===== config.mk =====
export PLATFORM = sky130hd
export DESIGN_NAME = uart_fifo_transmitter_flat
export DESIGN_NICKNAME = d
export VERILOG_FILES = /design/src/rtl/uart_pkg.sv /design/src/rtl/uart_fifo_transmitter_if.sv /design/src/rtl/uart_tx_fifo.sv /design/src/rtl/uart_fifo_transmitter.sv /design/src/flat_wrapper.sv
export SDC_FILE = /design/constraint.sdc
export NUM_CORES = 1
export LEC_CHECK = 0
export BUFFER_PORTS_ARGS = -buffer_cell sky130_fd_sc_hd__buf_2
export CAP_MARGIN = 15
export CELL_PAD_IN_SITES_DETAIL_PLACEMENT = 1
export CELL_PAD_IN_SITES_GLOBAL_PLACEMENT = 1
export CORE_MARGIN = 2
export CORE_UTILIZATION = 35
export CTS_CLUSTER_DIAMETER = 80
export DETAILED_ROUTE_END_ITERATION = 8
export GPL_ROUTABILITY_DRIVEN = 0
export PLACE_DENSITY_LB_ADDON = 0.2
export SKIP_LAST_GASP = 1
export SLEW_MARGIN = 25
export SYNTH_ARGS = -nofsm -noshare
export SYNTH_HDL_FRONTEND = slang
export SYNTH_SLANG_ARGS = --single-unit

===== constraint.sdc =====
create_clock -name clk -period 3.3 [get_ports clk]
set_input_delay 0.33 -clock clk [delete_from_list [all_inputs] [get_ports clk]]
set_output_delay 0.33 -clock clk [all_outputs]
set_load 0.05 [all_outputs]

===== src/rtl/uart_pkg.sv =====
// Shared constants, FSM encoding and helpers for the FIFO-backed UART transmitter.
// Optional clear-to-send gating is enabled with UART_TX_CTS_EN.
package uart_pkg;

    localparam logic [1:0] PAR_SPACE = 2'b00;
    localparam logic [1:0] PAR_EVEN  = 2'b01;
    localparam logic [1:0] PAR_ODD   = 2'b10;
    localparam logic [1:0] PAR_MARK  = 2'b11;

    localparam int DATA_OFS = 5;

    typedef enum logic [2:0] {
        S_IDLE,
        S_START,
        S_DATA,
        S_PARITY,
        S_STOP,
        S_STOP2
    } state_t;

    function automatic logic [7:0] data_mask(input logic [1:0] bits);
        return 8'hFF >> (2'd3 - bits);
    endfunction

    function automatic logic parity_bit(input logic [1:0] mode, input logic [7:0] d);
        unique case (mode)
            PAR_EVEN: return ^d;
            PAR_ODD:  return ~^d;
            PAR_MARK: return 1'b1;
            default:  return 1'b0;
        endcase
    endfunction

endpackage


===== src/rtl/uart_fifo_transmitter_if.sv =====
// Host push interface of the UART transmitter: word, push strobe and FIFO status.
// Shared by all builds, with or without UART_TX_CTS_EN.
interface uart_fifo_transmitter_if #(
    parameter int LVL_W = 3
);
    logic [7:0]       data;
    logic             push;
    logic             full;
    logic [LVL_W-1:0] level;
    logic             overflow;
    logic             ready;

    modport master (
        output data, push,
        input  full, level, overflow, ready
    );

    modport slave (
        input  data, push,
        output full, level, overflow, ready
    );
endinterface


===== src/rtl/uart_tx_fifo.sv =====
// Circular TX word buffer; pointers carry an extra wrap bit for full/empty decode.
// Unaffected by UART_TX_CTS_EN.
module uart_tx_fifo #(
    parameter int DEPTH = 4,
    localparam int AW = $clog2(DEPTH)
) (
    input  logic        clk,
    input  logic        rst,
    input  logic        push,
    input  logic        pop,
    input  logic [7:0]  din,
    output logic [7:0]  dout,
    output logic        full,
    output logic        empty,
    output logic [AW:0] level
);
    localparam logic [AW:0] FULL_LVL = (AW + 1)'(DEPTH);

    logic [7:0]  mem [DEPTH];
    logic [AW:0] wr_ptr;
    logic [AW:0] rd_ptr;
    logic        wr_en;
    logic        rd_en;

    assign level = wr_ptr - rd_ptr;
    assign full  = (level == FULL_LVL);
    assign empty = (wr_ptr == rd_ptr);
    assign wr_en = push && !full;
    assign rd_en = pop && !empty;
    assign dout  = mem[rd_ptr[AW-1:0]];

    always_ff @(posedge clk or negedge rst) begin
        if (!rst) begin
            wr_ptr <= '0;
            rd_ptr <= '0;
        end else begin
            if (wr_en) wr_ptr <= wr_ptr + 1'b1;
            if (rd_en) rd_ptr <= rd_ptr + 1'b1;
        end
    end

    always_ff @(posedge clk) begin
        if (wr_en) mem[wr_ptr[AW-1:0]] <= din;
    end

endmodule


===== src/rtl/uart_fifo_transmitter.sv =====
// UART transmitter with TX FIFO and per-frame latched format (5..8 bits, parity, 1/2 stops).
// Define UART_TX_CTS_EN to add a synchronised cts_n input that gates frame starts.
module uart_fifo_transmitter
    import uart_pkg::*;
#(
    parameter int FIFO_DEPTH = 4,
    parameter int DIV_WIDTH  = 24
) (
    input  logic                 clk,
    input  logic                 rst,
    output logic                 tx,
    input  logic [1:0]           dataBits,
    input  logic                 hasParity,
    input  logic [1:0]           parityMode,
    input  logic                 extraStopBit,
    input  logic [DIV_WIDTH-1:0] clockDivisor,
    uart_fifo_transmitter_if.slave host
`ifdef UART_TX_CTS_EN
    ,
    input  logic                 cts_n
`endif
);
    localparam int LVL_W = $clog2(FIFO_DEPTH) + 1;

    state_t               state;
    state_t               nxt;
    logic                 pop;
    logic                 empty;
    logic                 full;
    logic                 can_start;
    logic                 bit_end;
    logic                 tx_bit;
    logic                 par_bit;
    logic                 lat_par;
    logic                 lat_stop2;
    logic                 overflow;
    logic [7:0]           dout;
    logic [7:0]           word;
    logic [7:0]           shreg;
    logic [2:0]           bit_cnt;
    logic [DIV_WIDTH-1:0] cnt;
    logic [DIV_WIDTH-1:0] lat_div;
    logic [DIV_WIDTH-1:0] div_eff;
    logic [LVL_W-1:0]     level;

    uart_tx_fifo #(.DEPTH(FIFO_DEPTH)) u_fifo (
        .clk   (clk),
        .rst   (rst),
        .push  (host.push),
        .pop   (pop),
        .din   (host.data),
        .dout  (dout),
        .full  (full),
        .empty (empty),
        .level (level)
    );

`ifdef UART_TX_CTS_EN
    logic [1:0] cts_sync;

    always_ff @(posedge clk or negedge rst) begin
        if (!rst) cts_sync <= 2'b11;
        else      cts_sync <= {cts_sync[0], cts_n};
    end

    assign can_start = !empty && !cts_sync[1];
`else
    assign can_start = !empty;
`endif

    assign host.full     = full;
    assign host.level    = level;
    assign host.overflow = overflow;
    assign host.ready    = empty && (state == S_IDLE);

    assign div_eff = (clockDivisor == '0) ? DIV_WIDTH'(1) : clockDivisor;
    assign word    = dout & data_mask(dataBits);
    assign bit_end = (cnt == DIV_WIDTH'(1));

    always_comb begin
        nxt = state;
        pop = 1'b0;
        unique case (state)
            S_IDLE: if (can_start) begin
                pop = 1'b1;
                nxt = S_START;
            end
            S_START: if (bit_end) nxt = S_DATA;
            S_DATA: if (bit_end && bit_cnt == 3'd0)
                nxt = lat_par ? S_PARITY : S_STOP;
            S_PARITY: if (bit_end) nxt = S_STOP;
            S_STOP: if (bit_end) begin
                if (lat_stop2) begin
                    nxt = S_STOP2;
                end else if (can_start) begin
                    pop = 1'b1;
                    nxt = S_START;
                end else begin
                    nxt = S_IDLE;
                end
            end
            S_STOP2: if (bit_end) begin
                if (can_start) begin
                    pop = 1'b1;
                    nxt = S_START;
                end else begin
                    nxt = S_IDLE;
                end
            end
            default: nxt = S_IDLE;
        endcase
    end

    always_comb begin
        tx_bit = 1'b1;
        unique case (state)
            S_START:  tx_bit = 1'b0;
            S_DATA:   tx_bit = shreg[0];
            S_PARITY: tx_bit = par_bit;
            default:  tx_bit = 1'b1;
        endcase
    end

    // tx is registered from the current state, so the pin lags the FSM by one cycle
    always_ff @(posedge clk or negedge rst) begin
        if (!rst) begin
            state     <= S_IDLE;
            tx        <= 1'b1;
            overflow  <= 1'b0;
            cnt       <= '0;
            lat_div   <= '0;
            shreg     <= '0;
            bit_cnt   <= '0;
            par_bit   <= 1'b0;
            lat_par   <= 1'b0;
            lat_stop2 <= 1'b0;
        end else begin
            state    <= nxt;
            tx       <= tx_bit;
            overflow <= host.push && full;
            if (pop) begin
                cnt       <= div_eff;
                lat_div   <= div_eff;
                shreg     <= word;
                bit_cnt   <= 3'(dataBits) + 3'd4;
                par_bit   <= parity_bit(parityMode, word);
                lat_par   <= hasParity;
                lat_stop2 <= extraStopBit;
            end else if (state != S_IDLE) begin
                if (bit_end) begin
                    cnt <= lat_div;
                    if (state == S_DATA) begin
                        shreg   <= shreg >> 1;
                        bit_cnt <= bit_cnt - 3'd1;
                    end
                end else begin
                    cnt <= cnt - DIV_WIDTH'(1);
                end
            end
        end
    end

endmodule


===== src/flat_wrapper.sv =====
// flat-port wrapper written by rule: the top's interface ports become plain ports
module uart_fifo_transmitter_flat import uart_pkg::*;
#(
    parameter int FIFO_DEPTH = 4,
    parameter int DIV_WIDTH  = 24
)
  (clk, rst, tx, dataBits, hasParity, parityMode, extraStopBit, clockDivisor, host_data, host_push, host_full, host_level, host_overflow, host_ready);
  uart_fifo_transmitter_if #(.LVL_W(3)) host_i ();
  input  logic clk;
  input  logic rst;
  output logic tx;
  input  logic [1:0] dataBits;
  input  logic hasParity;
  input  logic [1:0] parityMode;
  input  logic extraStopBit;
  input  logic [DIV_WIDTH-1:0] clockDivisor;
  input wire logic [$bits(host_i.data)-1:0] host_data;
  input wire logic [$bits(host_i.push)-1:0] host_push;
  output wire logic [$bits(host_i.full)-1:0] host_full;
  output wire logic [$bits(host_i.level)-1:0] host_level;
  output wire logic [$bits(host_i.overflow)-1:0] host_overflow;
  output wire logic [$bits(host_i.ready)-1:0] host_ready;
  assign host_i.data = host_data;
  assign host_i.push = host_push;
  assign host_full = host_i.full;
  assign host_level = host_i.level;
  assign host_overflow = host_i.overflow;
  assign host_ready = host_i.ready;
  uart_fifo_transmitter #(.FIFO_DEPTH(FIFO_DEPTH), .DIV_WIDTH(DIV_WIDTH)) u_core (.clk(clk), .rst(rst), .tx(tx), .dataBits(dataBits), .hasParity(hasParity), .parityMode(parityMode), .extraStopBit(extraStopBit), .clockDivisor(clockDivisor), .host(host_i));
endmodule

# == Word level (Yosys, flattened, before mapping) ==
# Memories as Yosys holds them, arrays and structs flattened.
# Index checks and enable logic that the tools add are counted.
# classes
shift,1
add_sub_neg,7
bitwise_logic,1
n_reduce_logical,18
eq_ne,17
n_mux,31
# op_table
cell,count
$mux 24,4
$mux 3,12
$mux 8,4
$eq 24x1->1 const B,1
$logic_not 24->1,1
$sub 24x1->24 const B,1
$pmux 3 s6,1
$ne 2x1->1 const B,5
$eq 3x3->1 const B,3
$pmux 1 s3,3
$and 8x8->8,1
$reduce_xnor 8->1,1
$reduce_xor 8->1,1
$shr 8x2->8 const A,1
$mux 1,7
$add 3x1->3 const B,2
$eq 3x2->1 const B,2
$logic_not 3->1,2
$reduce_and 6->1,1
$reduce_bool 2->1,3
$logic_and 1x1->1,5
$eq 2x2->1 const B,2
$add 2x3->3 const B,1
$eq 3x1->1 const B,1
other kinds (9),10
# word_totals
memories,1
elab_cells,88
register_bits,73
out_inout_bits,7
inputBits,41
mem_bits_rw,32
# mem_list
name,depth,word_bits,read_ports,rd_ports_with_merged_regs,write_ports,line,rtl
u_core.u_fifo.mem,4,8,1,0,1,uart_tx_fifo.sv:19,logic [7:0] mem [DEPTH];

# == Depth between registers and ports, before layout ==
# depth
depth_word,7
ltp_mapped,10
depth_no_buf,8

# == By module ==
# A second synthesis with hierarchy kept.
# unflattened
hier_cells,536
area_unflattened_um2,5366.4
# by_module_without_submodules
mod,cells_per_inst,seq_area_each_um2,n_inst,area_per_inst_um2
uart_fifo_transmitter,450,1677.9,1,3741.1
uart_tx_fifo,86,1111.1,1,1625.3

# == Worst setup path after synthesis ==
# Ideal clock, no wire load.
# synth_timing
kind,reg2reg
start,register u_core.u_fifo.wr_ptr[0]
end,register u_core.u_fifo.wr_ptr[2]
n_path_buf,0
required_time_ps,3160
stages_incl_launch_ff,9
setup_ps,140
arrival_time_ps,3174
synth_period_minus_slack_ps,3314
slack_ps,-14
path_cell_list,dfrtp_1 > inv_1 > ha_1 > fa_1 > xnor2_1 > and3_1 > nor2b_1 > and2_1 > xor2_1
# synth_between
elab_chain_cells,4
elab_cells_between_ends,5
cone_classes,2 x add/sub; 1 x eq/ne; 2 x reduce/logical
# synth_rtl
element,line,rtl
from (decl),uart_tx_fifo.sv:20,logic [AW:0] wr_ptr;
from (signal assigned),uart_tx_fifo.sv:37,if (wr_en) wr_ptr <= wr_ptr + 1'b1;
$sub 3x3->3,uart_tx_fifo.sv:25,assign level = wr_ptr - rd_ptr;
net host_level[2],flat_wrapper.sv:20,output wire logic [$bits(host_i.level)-1:0] host_level;
$eq 3x3->1,uart_tx_fifo.sv:26,assign full = (level == FULL_LVL);
net host_full,flat_wrapper.sv:19,output wire logic [$bits(host_i.full)-1:0] host_full;
$logic_not 1->1,uart_tx_fifo.sv:28,assign wr_en = push && !full;
$logic_and 1x1->1,uart_tx_fifo.sv:28,
# The timed path passes the listed nets, and every way through them passes these cells.
# A chain may end at the register's enable or synchronous reset.

# == Worst setup path in the final report ==
# layout_timing
start,register u_core.u_fifo.rd_ptr[1]
end,output host_ready
# layout_between
elab_chain_cells,2
# layout_rtl
element,line,rtl
from (decl),uart_tx_fifo.sv:21,logic [AW:0] rd_ptr;
from (signal assigned),uart_tx_fifo.sv:38,if (rd_en) rd_ptr <= rd_ptr + 1'b1;
$eq 3x3->1,uart_tx_fifo.sv:27,assign empty = (wr_ptr == rd_ptr);
$logic_and 1x1->1,uart_fifo_transmitter.sv:74,assign host.ready = empty && (state == S_IDLE);
to (decl),flat_wrapper.sv:22,output wire logic [$bits(host_i.ready)-1:0] host_ready;
# No other way between the ends.

==> metrics.txt <==
Final HPWL DP 10000 um; clock transition at the registers of the reported paths 0.07 ns; required time worst endpoint 2.97 ns; Min Clock Period, post-route 2.91 ns; Mapped Area 5390 um2; sequential share of the synthesized area 51.8%; number of global-route vias before repair 4371; data arrival time of the critical path 2.58 ns; Worst Hold Slack -0.0637 ns; clock skew 0.0128 ns; critical setup path kind reg -> out; via count 4034; number of cells on the worst reg-to-reg path 8; summed negative setup slack over all endpoints 0 ns; library cell with the highest instance count after synthesis sky130_fd_sc_hd__nand2_1; Syn-to-layout area delta 14.0%; number of nets in the layout 612; largest net degree at the start of global routing 74; period utilization 88.2%; pins over their slew limit 0; per-cell via count in the routed design 5.36; final number of setup-violating endpoints 0; clock tree from TritonCTS done; Critical Path Source Type flip-flop; violated checks hold timing; busiest grt layer met2; crit end category output pin; relative max-transition margin 51.6%; setup bufs post-CTS 0; initial drt markers 143; RSZ-0062 raised after global routing false; Total GRT Usage 18.7%; post-layout power 6.64 mW; total detailed-routing wirelength 14200 um; count of different cell masters after synthesis 61; number of placed I/O pins 48; router iterations before antenna repair 4; status complete, but fails checks; number of clock sinks 105; standard cell core area 15100 um2; maximum vdd drop 1.14 mV; vertical die dimension 128 um; area taken by flip-flops and latches 2790 um2; grt met1 use 23.8%; capture point of the worst reg-to-reg path u_core.cnt[0]; cell row count 45; met3 Track Usage GR 4.55%; total congestion overflow after global routing 0; ranking of synthesized cells by area sky130_fd_sc_hd__dfrtp_1, sky130_fd_sc_hd__edfxtp_1, sky130_fd_sc_hd__nand2_1; post-cts gate resize count 0; M2 GR Usage 32.3%; Root Driver sky130_fd_sc_hd__clkbuf_16; count of fill cells added during filler insertion 1683; FF-to-FF Start u_core.u_fifo.rd_ptr[1]; Post-Syn Nets 569; Gate Count Post-Synth 516; initial antenna violation count 0; Seq cells post-synth 105; largest fanout on the critical path 11; x dimension of the die 128 um; multi-input logic area 2430 um2; hold buffer count at CTS 0; leakage power total 2.61 nW; number of DRC violations after detailed routing 0; hold violation total from the final report 18; dominant register cell in the synthesized netlist sky130_fd_sc_hd__dfrtp_1; first-pass GRT wire length 23600 um; CTS H-Tree Depth 3; Ys Warns 0; ant diodes 0; clock latency on the worst-skew pair 0.37 ns; Post-Synthesis Mean Instance Area 10.4 um2; number of buffers created by CTS 9; largest buffer count on any clock path 2; maximum capacitance violations 0; count of flip-flops with a built-in enable after synthesis 32; number of buffers added on ports 47; worst slew pin tran 0.727 ns; Yosys top cell by area sky130_fd_sc_hd__dfrtp_1; top cell types by occurrence after synthesis sky130_fd_sc_hd__nand2_1, sky130_fd_sc_hd__dfrtp_1, sky130_fd_sc_hd__nor2_1; proportion of layout cells with a drive suffix above 1 17.6%; Peak Freq 344 MHz; Avg WL per Cell 18.9 um; async set or reset register ratio after synthesis 69.5%; post-route antenna net violation count 0; die area 16400 um2; pre-CTS setup slack 0.444 ns; power per standard cell area 1080 nW/um2; Worst Hold Class in -> async; Initial Util 35.6%; PnR worst setup slack 0.390 ns; register-to-register setup slack 0.42 ns; share of Yosys cell area claimed by the top area cell type 33.4%
==> placed cells by master, fill, tap and decap left out, types with 10 or more instances in the layout <==
cell type                   n
sky130_fd_sc_hd__nor2_1    36
sky130_fd_sc_hd__inv_1     16
sky130_fd_sc_hd__ha_1      11
sky130_fd_sc_hd__nor4_1    10
sky130_fd_sc_hd__and2_1    10
sky130_fd_sc_hd__buf_4     10
sky130_fd_sc_hd__o211ai_1  10
sky130_fd_sc_hd__edfxtp_1  32
sky130_fd_sc_hd__a31oi_1   19
sky130_fd_sc_hd__dfrtp_1   72
sky130_fd_sc_hd__o21ai_0   28
sky130_fd_sc_hd__a21oi_1   10
sky130_fd_sc_hd__xnor2_1   19
sky130_fd_sc_hd__buf_2     46
sky130_fd_sc_hd__nand2_1   93
==> critical path, cell delays in order, from the launching register on <==
cell and delay [ns]:
sky130_fd_sc_hd__dfrtp_1 0.66, sky130_fd_sc_hd__inv_1 0.12, sky130_fd_sc_hd__ha_1 0.29, sky130_fd_sc_hd__and2_1 0.16, sky130_fd_sc_hd__and2_1 0.37, sky130_fd_sc_hd__nand2_1 0.13, sky130_fd_sc_hd__inv_1 0.19, sky130_fd_sc_hd__buf_2 0.30
==> kinds of logic after synthesis <==
group	Yosys count	synth area share (%)
AO/OA/AOI/OAI	109	13.4
XOR/XNOR	27	4.65
adder cells (fa/ha/maj)	12	2.93
buffers and inverters	41	3.51
flip-flops	105	51.8
multiplexers	17	5.02
AND/OR/NAND/NOR	205	18.7
==> report_power, final <==
part           internal [mW]  switching (mW)
clock network          0.547           0.578
registers               1.92           0.491
logic                   1.25            1.86
total                   3.72            2.93
==> per-stage QoR <==
step	std cells	cell area (um2)	utilization, %	hold WS, ns
floorplan	516	5390	-	0.0344
detailed placement	736	5820	38.4	0.461
CTS	752	6140	40.5	0.155
finish	752	6140	40.5	-0.0637
global placement	736	5820	38.4	0.457
global route	752	6140	40.5	0.0382
==> flip-flops by register name (all words and copies together), names as in the netlist <==
name / cells
u_core.u_fifo.wr_ptr: 3
u_core.cnt: 24
u_core.u_fifo.mem: 32
u_core.shreg: 8
u_core.lat_par: 1
u_core.tx: 1
u_core.host.overflow: 1
u_core.lat_stop2: 1
u_core.par_bit: 1
u_core.u_fifo.rd_ptr: 3
u_core.state: 3
u_core.bit_cnt: 3
u_core.lat_div: 24
==> cell type report <==
| class | instances | share of cell area [%] |
|---|---|---|
| Tap cell | 188 | 3.83 |
| Sequential cell | 105 | 45.4 |
| Clock buffer | 9 | 3.67 |
| Multi-Input combinational cell | 370 | 39.5 |
| Inverter | 16 | 0.978 |
| Clock inverter | 7 | 1.45 |
| Timing Repair Buffer | 57 | 5.15 |
==> routing by layer <==
layer	part of all wire, %	vias to the layer above
li1	-	1943
met1	46	2026
met2	50	55
met3	3.3	10
met4	1.1	0
met5	0	-
==> worst max-delay path by stage <==
stage                            startpoint                 endpoint  slack (ns)  depth (start not counted)
floorplan           u_core.u_fifo.wr_ptr[0]  u_core.u_fifo.wr_ptr[2]        0.30                          8
global placement    u_core.u_fifo.rd_ptr[1]            u_core.cnt[0]        0.51                          8
detailed placement  u_core.u_fifo.rd_ptr[1]            u_core.cnt[0]        0.44                          8
CTS                 u_core.u_fifo.rd_ptr[1]               host_ready        0.34                          7
global route        u_core.u_fifo.rd_ptr[1]               host_ready        0.07                          7
finish              u_core.u_fifo.rd_ptr[1]               host_ready        0.39                          7
Note: power is estimated with default switching activity, not from simulation.
